<file path="src/rtl/aquila_bus_pkg.sv">
// Shared definitions for the Aquila data/instruction bus routers:
// transaction state encoding and the default SoC segment map.
package aquila_bus_pkg;

  typedef enum logic [1:0] {
    IDLE = 2'd0,
    BUSY = 2'd1,
    ERR  = 2'd2
  } bus_state_e;

  localparam logic [3:0] SEG_TCM   = 4'h0;
  localparam logic [3:0] SEG_DDR   = 4'h8;
  localparam logic [3:0] SEG_DEV   = 4'hC;
  localparam logic [3:0] SEG_CLINT = 4'hF;

endpackage

</file>
<file path="src/rtl/aquila_seg_decoder.sv">
// Combinational segment decoder: compares the address MSBs against each
// slave's base/mask pair and reports the lowest-index hit.
module aquila_seg_decoder #(
  parameter int ADDR_WIDTH = 32,
  parameter int N_SLAVES   = 4,
  parameter int SEG_WIDTH  = 4,
  parameter int SEL_WIDTH  = 2,
  parameter logic [N_SLAVES*SEG_WIDTH-1:0] SLAVE_BASES = '0,
  parameter logic [N_SLAVES*SEG_WIDTH-1:0] SLAVE_MASKS = '0
) (
  input  logic [ADDR_WIDTH-1:0] addr_i,
  output logic [N_SLAVES-1:0]   hit_vec_o,
  output logic                  hit_o,
  output logic [SEL_WIDTH-1:0]  sel_o
);

  logic [SEG_WIDTH-1:0] seg;
  logic                 unused_low_bits;

  assign seg             = addr_i[ADDR_WIDTH-1 -: SEG_WIDTH];
  assign unused_low_bits = ^addr_i[ADDR_WIDTH-SEG_WIDTH-1:0];

  // Scanning from the top down lets the lowest matching index win.
  always_comb begin
    hit_vec_o = '0;
    hit_o     = 1'b0;
    sel_o     = '0;
    for (int k = N_SLAVES - 1; k >= 0; k--) begin
      if ((seg & SLAVE_MASKS[k*SEG_WIDTH +: SEG_WIDTH]) ==
          (SLAVE_BASES[k*SEG_WIDTH +: SEG_WIDTH] & SLAVE_MASKS[k*SEG_WIDTH +: SEG_WIDTH])) begin
        hit_vec_o[k] = 1'b1;
        hit_o        = 1'b1;
        sel_o        = SEL_WIDTH'(k);
      end
    end
  end

endmodule

</file>
<file path="src/rtl/aquila_dbus_router.sv">
// Data-side bus router: decodes the core request onto one of N_SLAVES ports,
// tracks the transaction, and reports unmapped/timeout errors with sticky capture.
module aquila_dbus_router
  import aquila_bus_pkg::*;
#(
  parameter int ADDR_WIDTH = 32,
  parameter int DATA_WIDTH = 32,
  parameter int N_SLAVES   = 4,
  parameter int SEG_WIDTH  = 4,
  parameter logic [N_SLAVES*SEG_WIDTH-1:0] SLAVE_BASES = {SEG_CLINT, SEG_DEV, SEG_DDR, SEG_TCM},
  parameter logic [N_SLAVES*SEG_WIDTH-1:0] SLAVE_MASKS = {4'hF, 4'hF, 4'hC, 4'hF},
  parameter int TIMEOUT_CYCLES = 1024
) (
  input  logic                       clk_i,
  input  logic                       rst_i,
  input  logic                       p_req_i,
  input  logic                       p_rw_i,
  input  logic [ADDR_WIDTH-1:0]      p_addr_i,
  input  logic [DATA_WIDTH/8-1:0]    p_byte_enable_i,
  input  logic [DATA_WIDTH-1:0]      p_data_i,
  output logic [DATA_WIDTH-1:0]      p_data_o,
  output logic                       p_ready_o,
  output logic                       p_error_o,
  output logic [N_SLAVES-1:0]        s_strobe_o,
  output logic                       s_rw_o,
  output logic [ADDR_WIDTH-1:0]      s_addr_o,
  output logic [DATA_WIDTH/8-1:0]    s_byte_enable_o,
  output logic [DATA_WIDTH-1:0]      s_data_o,
  input  logic [N_SLAVES*DATA_WIDTH-1:0] s_data_i,
  input  logic [N_SLAVES-1:0]        s_ready_i,
  output logic                       err_valid_o,
  output logic [ADDR_WIDTH-1:0]      err_addr_o,
  output logic                       err_timeout_o,
  input  logic                       err_clear_i
);

  localparam int BE_WIDTH  = DATA_WIDTH / 8;
  localparam int SEL_WIDTH = (N_SLAVES > 1) ? $clog2(N_SLAVES) : 1;
  localparam int CNT_WIDTH = (TIMEOUT_CYCLES > 0) ? $clog2(TIMEOUT_CYCLES + 1) : 1;

  bus_state_e               state_q, state_d;
  logic [SEL_WIDTH-1:0]     sel_q, sel_d;
  logic [ADDR_WIDTH-1:0]    addr_q, addr_d;
  logic [DATA_WIDTH-1:0]    data_q, data_d;
  logic [BE_WIDTH-1:0]      be_q, be_d;
  logic                     rw_q, rw_d;
  logic [N_SLAVES-1:0]      strobe_q, strobe_d;
  logic [CNT_WIDTH-1:0]     cnt_q, cnt_d;
  logic                     err_valid_q, err_valid_d;
  logic [ADDR_WIDTH-1:0]    err_addr_q, err_addr_d;
  logic                     err_timeout_q, err_timeout_d;

  logic [N_SLAVES-1:0]      unused_hit_vec;
  logic                     dec_hit;
  logic [SEL_WIDTH-1:0]     dec_sel;
  logic                     busy, slv_ready, timeout_hit, err_event;
  logic [DATA_WIDTH-1:0]    slv_data;

  aquila_seg_decoder #(
    .ADDR_WIDTH  (ADDR_WIDTH),
    .N_SLAVES    (N_SLAVES),
    .SEG_WIDTH   (SEG_WIDTH),
    .SEL_WIDTH   (SEL_WIDTH),
    .SLAVE_BASES (SLAVE_BASES),
    .SLAVE_MASKS (SLAVE_MASKS)
  ) u_decoder (
    .addr_i    (p_addr_i),
    .hit_vec_o (unused_hit_vec),
    .hit_o     (dec_hit),
    .sel_o     (dec_sel)
  );

  assign busy        = (state_q == BUSY);
  assign slv_ready   = s_ready_i[sel_q];
  assign slv_data    = s_data_i[sel_q*DATA_WIDTH +: DATA_WIDTH];
  // Ready from the selected slave takes priority over an expiring timeout.
  assign timeout_hit = (TIMEOUT_CYCLES != 0) && busy && !slv_ready &&
                       (cnt_q == CNT_WIDTH'(TIMEOUT_CYCLES));
  assign err_event   = (state_q == ERR) || timeout_hit;

  always_comb begin
    p_ready_o = (busy && (slv_ready || timeout_hit)) || (state_q == ERR);
    p_error_o = err_event;
    p_data_o  = '0;
    if (busy && slv_ready && !rw_q) begin
      p_data_o = slv_data;
    end
  end

  always_comb begin
    state_d       = state_q;
    sel_d         = sel_q;
    addr_d        = addr_q;
    data_d        = data_q;
    be_d          = be_q;
    rw_d          = rw_q;
    strobe_d      = '0;
    cnt_d         = cnt_q;
    err_valid_d   = err_valid_q;
    err_addr_d    = err_addr_q;
    err_timeout_d = err_timeout_q;

    case (state_q)
      IDLE: begin
        if (p_req_i) begin
          addr_d = p_addr_i;
          data_d = p_data_i;
          be_d   = p_byte_enable_i;
          rw_d   = p_rw_i;
          sel_d  = dec_sel;
          if (dec_hit) begin
            strobe_d[dec_sel] = 1'b1;
            cnt_d             = CNT_WIDTH'(1);
            state_d           = BUSY;
          end else begin
            state_d = ERR;
          end
        end
      end
      BUSY: begin
        if (slv_ready || timeout_hit) begin
          cnt_d   = '0;
          state_d = IDLE;
        end else begin
          cnt_d = cnt_q + CNT_WIDTH'(1);
        end
      end
      ERR:     state_d = IDLE;
      default: state_d = IDLE;
    endcase

    // A clear coinciding with a new error still lets the new error be captured.
    if (err_clear_i) begin
      err_valid_d = 1'b0;
    end
    if (err_event && (!err_valid_q || err_clear_i)) begin
      err_valid_d   = 1'b1;
      err_addr_d    = addr_q;
      err_timeout_d = timeout_hit;
    end
  end

  always_ff @(posedge clk_i) begin
    if (rst_i) begin
      state_q       <= IDLE;
      sel_q         <= '0;
      addr_q        <= '0;
      data_q        <= '0;
      be_q          <= '0;
      rw_q          <= 1'b0;
      strobe_q      <= '0;
      cnt_q         <= '0;
      err_valid_q   <= 1'b0;
      err_addr_q    <= '0;
      err_timeout_q <= 1'b0;
    end else begin
      state_q       <= state_d;
      sel_q         <= sel_d;
      addr_q        <= addr_d;
      data_q        <= data_d;
      be_q          <= be_d;
      rw_q          <= rw_d;
      strobe_q      <= strobe_d;
      cnt_q         <= cnt_d;
      err_valid_q   <= err_valid_d;
      err_addr_q    <= err_addr_d;
      err_timeout_q <= err_timeout_d;
    end
  end

  assign s_strobe_o      = strobe_q;
  assign s_addr_o        = addr_q;
  assign s_data_o        = data_q;
  assign s_byte_enable_o = be_q;
  assign s_rw_o          = rw_q;
  assign err_valid_o     = err_valid_q;
  assign err_addr_o      = err_addr_q;
  assign err_timeout_o   = err_timeout_q;

endmodule
</file>
<file path="config.mk">
export PLATFORM = sky130hd
export DESIGN_NAME = aquila_dbus_router
export DESIGN_NICKNAME = d
export VERILOG_FILES = /design/src/rtl/aquila_bus_pkg.sv /design/src/rtl/aquila_seg_decoder.sv /design/src/rtl/aquila_dbus_router.sv
export SDC_FILE = /design/constraint.sdc
export NUM_CORES = 1
export LEC_CHECK = 0
export BUFFER_PORTS_ARGS = -buffer_cell sky130_fd_sc_hd__buf_2
export CAP_MARGIN = 10
export CORE_MARGIN = 2
export CORE_UTILIZATION = 34
export DETAILED_ROUTE_END_ITERATION = 16
export PLACE_DENSITY = 0.7
export SLEW_MARGIN = 10
export SYNTH_ARGS = -nofsm -noshare
export SYNTH_HDL_FRONTEND = slang
export SYNTH_SLANG_ARGS = --single-unit
</file>
<file path="constraint.sdc">
create_clock -name clk_i -period 2.03 [get_ports clk_i]
set_clock_uncertainty 0.05 [all_clocks]
set_input_delay 0.406 -clock clk_i [delete_from_list [all_inputs] [get_ports clk_i]]
set_output_delay 0.406 -clock clk_i [all_outputs]
set_load 0.03 [all_outputs]
</file>
==> results of run 1 <==
==> how the worst max path moves through the flow <==
stage | from | endpoint | slack (ns) | cells past startpoint
after floorplan | cnt_q[2]$_SDFFE_PP0P_ | err_addr_o[10]$_SDFFE_PP0P_ | -0.25 | 7
after global placement | s_ready_i[3] | p_ready_o | -0.13 | 6
after detailed placement | s_ready_i[3] | p_data_o[29] | -0.14 | 6
after CTS | sel_q[0]$_SDFFE_PP0P_ | p_error_o | -0.45 | 5
after global routing | sel_q[0]$_SDFFE_PP0P_ | p_data_o[18] | -0.50 | 6
final | sel_q[0]$_SDFFE_PP0P_ | p_data_o[18] | -0.44 | 6
==> metal layers <==
metal / global-route usage [%] / wire, um / part of all wire (%)
met1: 25.2 / 8030 / 38
met2: 39.1 / 10900 / 52
met3: 6.65 / 1430 / 6.8
met4: 11.0 / 696 / 3.3
met5: 0 / 0 / 0
==> metrics by stage <==
| stage | setup slack (ns) | total power [mW] | hold WS, ns | cells | instance area (sq um) |
|---|---|---|---|---|---|
| after global placement | -0.129 | 3.81 | 0.389 | 1199 | 7910 |
| after detailed placement | -0.138 | 3.83 | 0.396 | 1199 | 7910 |
| after global routing | -0.504 | 7.02 | 0.158 | 1250 | 9130 |
| after CTS | -0.449 | 6.78 | 0.153 | 1241 | 8890 |
| after floorplan | -0.252 | 3.36 | 0.403 | 651 | 5860 |
| final | -0.439 | 6.76 | 0.172 | 1250 | 9130 |
==> power groups by stage <==
stage | Clock [mW] | Combinational [mW] | Sequential (mW)
final | 2.86 | 1.30 | 2.60
after global routing | 3.02 | 1.39 | 2.61
after CTS | 2.91 | 1.28 | 2.59
after detailed placement | 0 | 1.19 | 2.64
after global placement | 0 | 1.18 | 2.63
after floorplan | 0 | 0.526 | 2.83
==> cells in the final DEF (no fill, tap or decap), drive strengths merged, types with 2 or more instances in the layout <==
cell and instances:
o21ai 14, inv 3, nand3 7, o31ai 4, clkinvlp 3, a311o 2
dfxtp 122, nor2b 35, nor4 4, a31oi 5, and2 6, and3 2
clkinv 5, nand4 2, a21oi 108, buf 388, nand2 216, diode 6
or4 2, nor2 16, clkbuf 23, nor4b 2, mux4 33, nand2b 4
ha 2
==> sequential cells by signal, summed over array words and instances, names as in the netlist <==
| name | cells |
|---|---|
| state_q | 2 |
| s_addr_o | 32 |
| cnt_q | 11 |
| sel_q | 2 |
| err_addr_o | 32 |
| s_rw_o | 1 |
| err_timeout_o | 1 |
| err_valid_o | 1 |
| s_data_o | 32 |
| s_strobe_o | 4 |
| s_byte_enable_o | 4 |
==> worst min-delay path, cell delays in order <==
cell	delay [ns]
buf_2	0.09
nand2_1	0.04
a21oi_1	0.05
==> logic make-up (layout without fill, tap and decap cells) <==
kind of cell             Yosys count  count (layout)  share of synthesized area (%)
AO/OA/AOI/OAI                    140             141                           15.4
XOR/XNOR                           1               1                          0.152
adder cells (fa/ha/maj)            2               2                          0.435
buffers and inverters             51             423                           4.44
flip-flops                       122             122                           42.5
multiplexers                      33              33                           12.9
other                              0               6                              0
AND/OR/NAND/NOR                  302             302                           24.2
==> repair_timing <==
action | in CTS | in global routing
pin swaps | 3 | 33
gates cloned | 5 | 2
setup endpoints to repair | 73 | 75
resized for setup | 73 | 50
buffers inserted | 6 | 3
==> cell type report <==
cell class	instances	area, sq um	share of cell area (%)
antenna	6	15.0	0.164
multi-input combinational	479	3340	36.5
timing repair buffer	390	2490	27.2
inverter	2	7.51	0.0822
sequential	122	2450	26.8
clock buffer	21	470	5.15
tap	220	275	3.01
clock inverter	10	93.8	1.03
==> flow_metrics.env, run 1 <==
export IMPL_power_switching_share_pct=28.4
export IMPL_htree_num_levels=4
export IMPL_hold_violations=0
export IMPL_fmax_mhz=405
export IMPL_syn_inst=651
export IMPL_cp_slowest_cell="mux4_2"
export IMPL_worst_path_buf_inv=3
export IMPL_ff2ff_setup_slack_ns=-0.21
export IMPL_postLayoutCoreUtil_pct=55.1
export IMPL_status="finished, violations left"
export IMPL_peakVddDrop_mv=0.589
export IMPL_antenna_found_initial=6
export IMPL_reg2reg_from="sel_q[0]$_SDFFE_PP0P_"
export IMPL_layout_min_cycle_time_ns=2.47
export IMPL_tightest_slew_ns=0.656
export IMPL_cts_clk_slew_worst_paths_ns=0.06
export IMPL_start_util_pct=34.7
export IMPL_worst_ep_arrival_time_ns=2.01
export IMPL_drive_gt1_share_pct=55.5
export IMPL_wl_per_cell_um=16.9
export IMPL_cp_required_ns=1.57
export IMPL_ys_ff_latch=122
export IMPL_synth_common_cells="186 x nand2_1, 122 x dfxtp_1, 78 x a21oi_1"
export IMPL_p_switching_mw=1.92
export IMPL_core_area_sq_um=16600
export IMPL_holdPathEnd="s_addr_o[18]$_SDFFE_PP0P_"
export IMPL_first_pass_iters=4
export IMPL_path_class="reg -> out"
export IMPL_ys_warn_count=0
export IMPL_final_nets=1219
export IMPL_place_congestion=0.886
export IMPL_async_flop_share_pct=0
export IMPL_track_usage_pct=22.5
export IMPL_drc=0
export IMPL_dp_hpwl_um=14700
export IMPL_dieArea_sq_um=18000
export IMPL_comb_power_share_pct=19.2
export IMPL_p_int_mw=4.84
export IMPL_cp_slowest_stage_delay_ns=0.54
export IMPL_p_clk_share_pct=42.3
export IMPL_crit_chain="mux4_2 -> nand3b_1 -> buf_6 -> clkbuf_16 -> nor2b_2 -> buf_6"
export IMPL_drv_cap=0
export IMPL_synth_distinct_cells=41
export IMPL_ios=346
export IMPL_die_h_um=134
export IMPL_die_w_um=134
export IMPL_clkSinkCount=122
export IMPL_synth_edff_count=0
export IMPL_cts_root_buf="clkbuf_16"
export IMPL_cts_buffers=17
export IMPL_yosysSeqAreaShare_pct=42.5
export IMPL_syn_area_per_cell_sq_um=8.84
export IMPL_ff2ff_path_depth=9
export IMPL_clk_path_buf_depth=2
export IMPL_yosysTopAreaCellShare_pct=42.5
export IMPL_syn2layout_area_growth_pct=58.8
export IMPL_leakage_nw=4.27
export IMPL_path_common_cell="buf_6"
export IMPL_ctsHoldBuffers=0
export IMPL_hp_class="in -> reg"
export IMPL_setup_viol=67
export IMPL_seqPwrFrac_pct=38.4
export IMPL_synth_flop_cell="dfxtp_1"
export IMPL_whs_path_depth=3
export IMPL_overflow=0
export IMPL_violations="setup timing"
export IMPL_critical_path_top_delay_family="multiplexers"
export IMPL_cts_tree="built"
export IMPL_synth_area_leader_cell="dfxtp_1"
export IMPL_r2r_end="err_addr_o[19]$_SDFFE_PP0P_"
export IMPL_setup_tns_ns=-18.87
export IMPL_n_fill_cell=1503
export IMPL_syn_nets=858
export IMPL_antenna_left=0
export IMPL_drv_slew=0
export IMPL_grt_start_max_net_pins=112
export IMPL_std_cell_rows=47
export IMPL_io_buffers=345
export IMPL_crit_path_start_kind="flip-flop"
export IMPL_dr_total_vias=6131
export IMPL_yosys_top_cells_area="dfxtp_1 42%, mux4_2 13%, nand2_1 12%"
export IMPL_synth_most_common_cell="nand2_1"
export IMPL_syn_area_sq_um=5750
export IMPL_grt_pass1_vias=5911
export IMPL_min_period_over_period_pct=122
export IMPL_via_per_inst=4.90
export IMPL_clk_latency_ns=0.41
export IMPL_wl_um=21100
export IMPL_end_kind="output pin"
export IMPL_rsz0062_at_grt="yes"
export IMPL_grt_pass1_wl_um=31400
export IMPL_relSlewSlack_pct=56.3
export IMPL_min_from="p_addr_i[18]"
export IMPL_drt_iter0_drc=287
export IMPL_final_setup_worst_slack_ns=-0.439
export IMPL_power_density_nw_per_um2=740
export IMPL_crit_path_max_fanout=8
(Power assumes the default switching activity.)
==> inputs of run 2 (changes only) <==
--- a/config.mk
+++ b/config.mk
@@ -10,7 +10,7 @@
 export CORE_MARGIN = 2
 export CORE_UTILIZATION = 34
 export DETAILED_ROUTE_END_ITERATION = 16
-export PLACE_DENSITY = 0.7
+export PLACE_DENSITY = 0.74
 export SLEW_MARGIN = 10
 export SYNTH_ARGS = -nofsm -noshare
 export SYNTH_HDL_FRONTEND = slang
==> flow_metrics.env, run 2 (synthesized netlist as in run 1, its figures left out) <==
export IMPL_comb_power_share_pct=20.1
export IMPL_cts_root_buf="clkbuf_16"
export IMPL_crit_chain="mux4_2 -> nand3b_1 -> buf_12 -> clkbuf_16 -> nor2b_2 -> buf_6"
export IMPL_ff2ff_path_depth=9
export IMPL_cp_slowest_stage_delay_ns=0.56
export IMPL_drv_cap=0
export IMPL_htree_num_levels=4
export IMPL_grt_pass1_wl_um=32300
export IMPL_hold_violations=0
export IMPL_worst_ep_arrival_time_ns=2.00
export IMPL_reg2reg_from="sel_q[0]$_SDFFE_PP0P_"
export IMPL_syn2layout_area_growth_pct=61.1
export IMPL_antenna_left=0
export IMPL_rsz0062_at_grt="yes"
export IMPL_final_cell_mix="310 x buf_2, 184 x nand2_1, 120 x dfxtp_1"
export IMPL_crit_path_max_fanout=8
export IMPL_start_util_pct=34.7
export IMPL_critical_path_top_delay_family="multiplexers"
export IMPL_dp_slack_ns=-0.246
export IMPL_peakVddDrop_mv=0.527
export IMPL_ctsHoldBuffers=0
export IMPL_status="finished, violations left"
export IMPL_grt_pass1_vias=5972
export IMPL_setup_worst_path_start="sel_q[0]$_SDFFE_PP0P_"
export IMPL_power_density_nw_per_um2=735
export IMPL_relSlewSlack_pct=56.1
export IMPL_track_usage_pct=23.2
export IMPL_seqPwrFrac_pct=37.9
export IMPL_first_pass_iters=5
export IMPL_setup_viol=66
export IMPL_tightest_slew_ns=0.658
export IMPL_grt_start_max_net_pins=112
export IMPL_layout_min_cycle_time_ns=2.46
export IMPL_overflow=0
export IMPL_dieArea_sq_um=18000
export IMPL_drc=0
export IMPL_hp_class="in -> reg"
export IMPL_cts_clk_slew_worst_paths_ns=0.06
export IMPL_ios=346
export IMPL_dr_total_vias=6223
export IMPL_min_from="p_data_i[17]"
export IMPL_leakage_nw=4.15
export IMPL_violations="setup timing"
export IMPL_power_switching_share_pct=29.1
export IMPL_path_class="reg -> out"
export IMPL_wl_um=21800
export IMPL_die_w_um=134
export IMPL_core_area_sq_um=16600
export IMPL_p_clk_share_pct=42.0
export IMPL_std_cell_rows=47
export IMPL_p_switching_mw=1.98
export IMPL_r2r_end="err_addr_o[30]$_SDFFE_PP0P_"
export IMPL_antenna_found_initial=3
export IMPL_fin_cells=1251
export IMPL_clk_path_buf_depth=2
export IMPL_place_congestion=0.878
export IMPL_cp_required_ns=1.57
export IMPL_via_per_inst=4.97
export IMPL_drt_iter0_drc=348
export IMPL_final_nets=1222
export IMPL_whs_path_depth=3
export IMPL_ff2ff_setup_slack_ns=-0.24
export IMPL_die_h_um=134
export IMPL_cp_slowest_cell="mux4_2"
export IMPL_holdPathEnd="s_data_o[17]$_SDFFE_PP0P_"
export IMPL_dp_hpwl_um=14600
export IMPL_cts_buffers=17
export IMPL_worst_path_buf_inv=3
export IMPL_wl_per_cell_um=17.4
export IMPL_drive_gt1_share_pct=55.3
export IMPL_placed_cells=1199
export IMPL_cts_tree="built"
export IMPL_clk_latency_ns=0.42
export IMPL_drv_slew=0
export IMPL_fmax_mhz=407
export IMPL_crit_path_start_kind="flip-flop"
export IMPL_end_kind="output pin"
export IMPL_final_common_cell="buf_2"
export IMPL_min_period_over_period_pct=121
export IMPL_io_buffers=345
export IMPL_final_setup_worst_slack_ns=-0.425
export IMPL_p_int_mw=4.83
export IMPL_clkSinkCount=122
==> run 2: changes by cell type in the layout (fill, tap and decap cells not counted), sizes merged <==
cell | previous run | this run
buf | 388 | 391
diode | 6 | 3
clkbuf | 23 | 21
clkinv | 5 | 7
inv | 3 | 4
==> run 2: tightest hold or removal path, cell delays in order <==
cell and delay, ns:
buf_2 0.09, nand2_1 0.04, a21oi_1 0.05
==> run 2: per-stage QoR <==
step | area [sq um] | total power [mW] | TNS, ns | hold WS, ns | util (%)
3_3_place_gp | 7930 | 3.82 | -7.15 | 0.389 | 47.8
2_1_floorplan | 5860 | 3.36 | -7.81 | 0.403 | -
4_1_cts | 9130 | 6.84 | -20.04 | 0.150 | 55.0
3_5_place_dp | 7930 | 3.83 | -9.53 | 0.393 | 47.8
6_report | 9270 | 6.81 | -20.48 | 0.171 | 55.9
5_1_grt | 9270 | 7.07 | -24.35 | 0.154 | 55.9
==> run 2: metal layers <==
| metal | GRT usage, % | wire (um) | share of wire (%) | up-vias |
|---|---|---|---|---|
| met4 | 12.0 | 867 | 4.0 | 0 |
| met2 | 41.4 | 11200 | 51 | 292 |
| met3 | 6.12 | 1470 | 6.8 | 62 |
| li1 | - | - | - | 2967 |
| met1 | 25.2 | 8220 | 38 | 2902 |
| met5 | 0 | 0 | 0 | - |
==> run 2: how the worst max path moves through the flow <==
stage                                  endpoint  slack (ns)  cells past startpoint
floorplan           err_addr_o[10]$_SDFFE_PP0P_       -0.25                      7
global placement          cnt_q[9]$_SDFFE_PP0P_       -0.14                      7
detailed placement        cnt_q[7]$_SDFFE_PP0P_       -0.25                      8
CTS                                   p_ready_o       -0.45                      6
global route                       p_data_o[23]       -0.49                      6
finish                             p_data_o[23]       -0.43                      6
==> run 2: final cells by class <==
type,instances,area [sq um]
Fill cell,1477,7310
Multi-Input combinational cell,479,3340
Timing Repair Buffer,393,2630
Sequential cell,122,2440
Clock buffer,19,443
Tap cell,220,275
Clock inverter,13,120
Inverter,2,7.51
Antenna cell,3,7.51
==> run 2: what timing repair did <==
action | CTS | global route
gates cloned | 10 | 2
endpoints found under the setup margin | 72 | 73
setup buffers | 6 | 0
pin swaps | 2 | 3
gates resized for setup | 100 | 23
==> run 2: power groups by stage <==
| stage | registers (mW) | clock network, mW | logic, mW |
|---|---|---|---|
| 2_1_floorplan | 2.83 | 0 | 0.526 |
| 3_3_place_gp | 2.63 | 0 | 1.19 |
| 3_5_place_dp | 2.63 | 0 | 1.20 |
| 4_1_cts | 2.58 | 2.92 | 1.35 |
| 5_1_grt | 2.59 | 3.02 | 1.46 |
| 6_report | 2.58 | 2.86 | 1.37 |
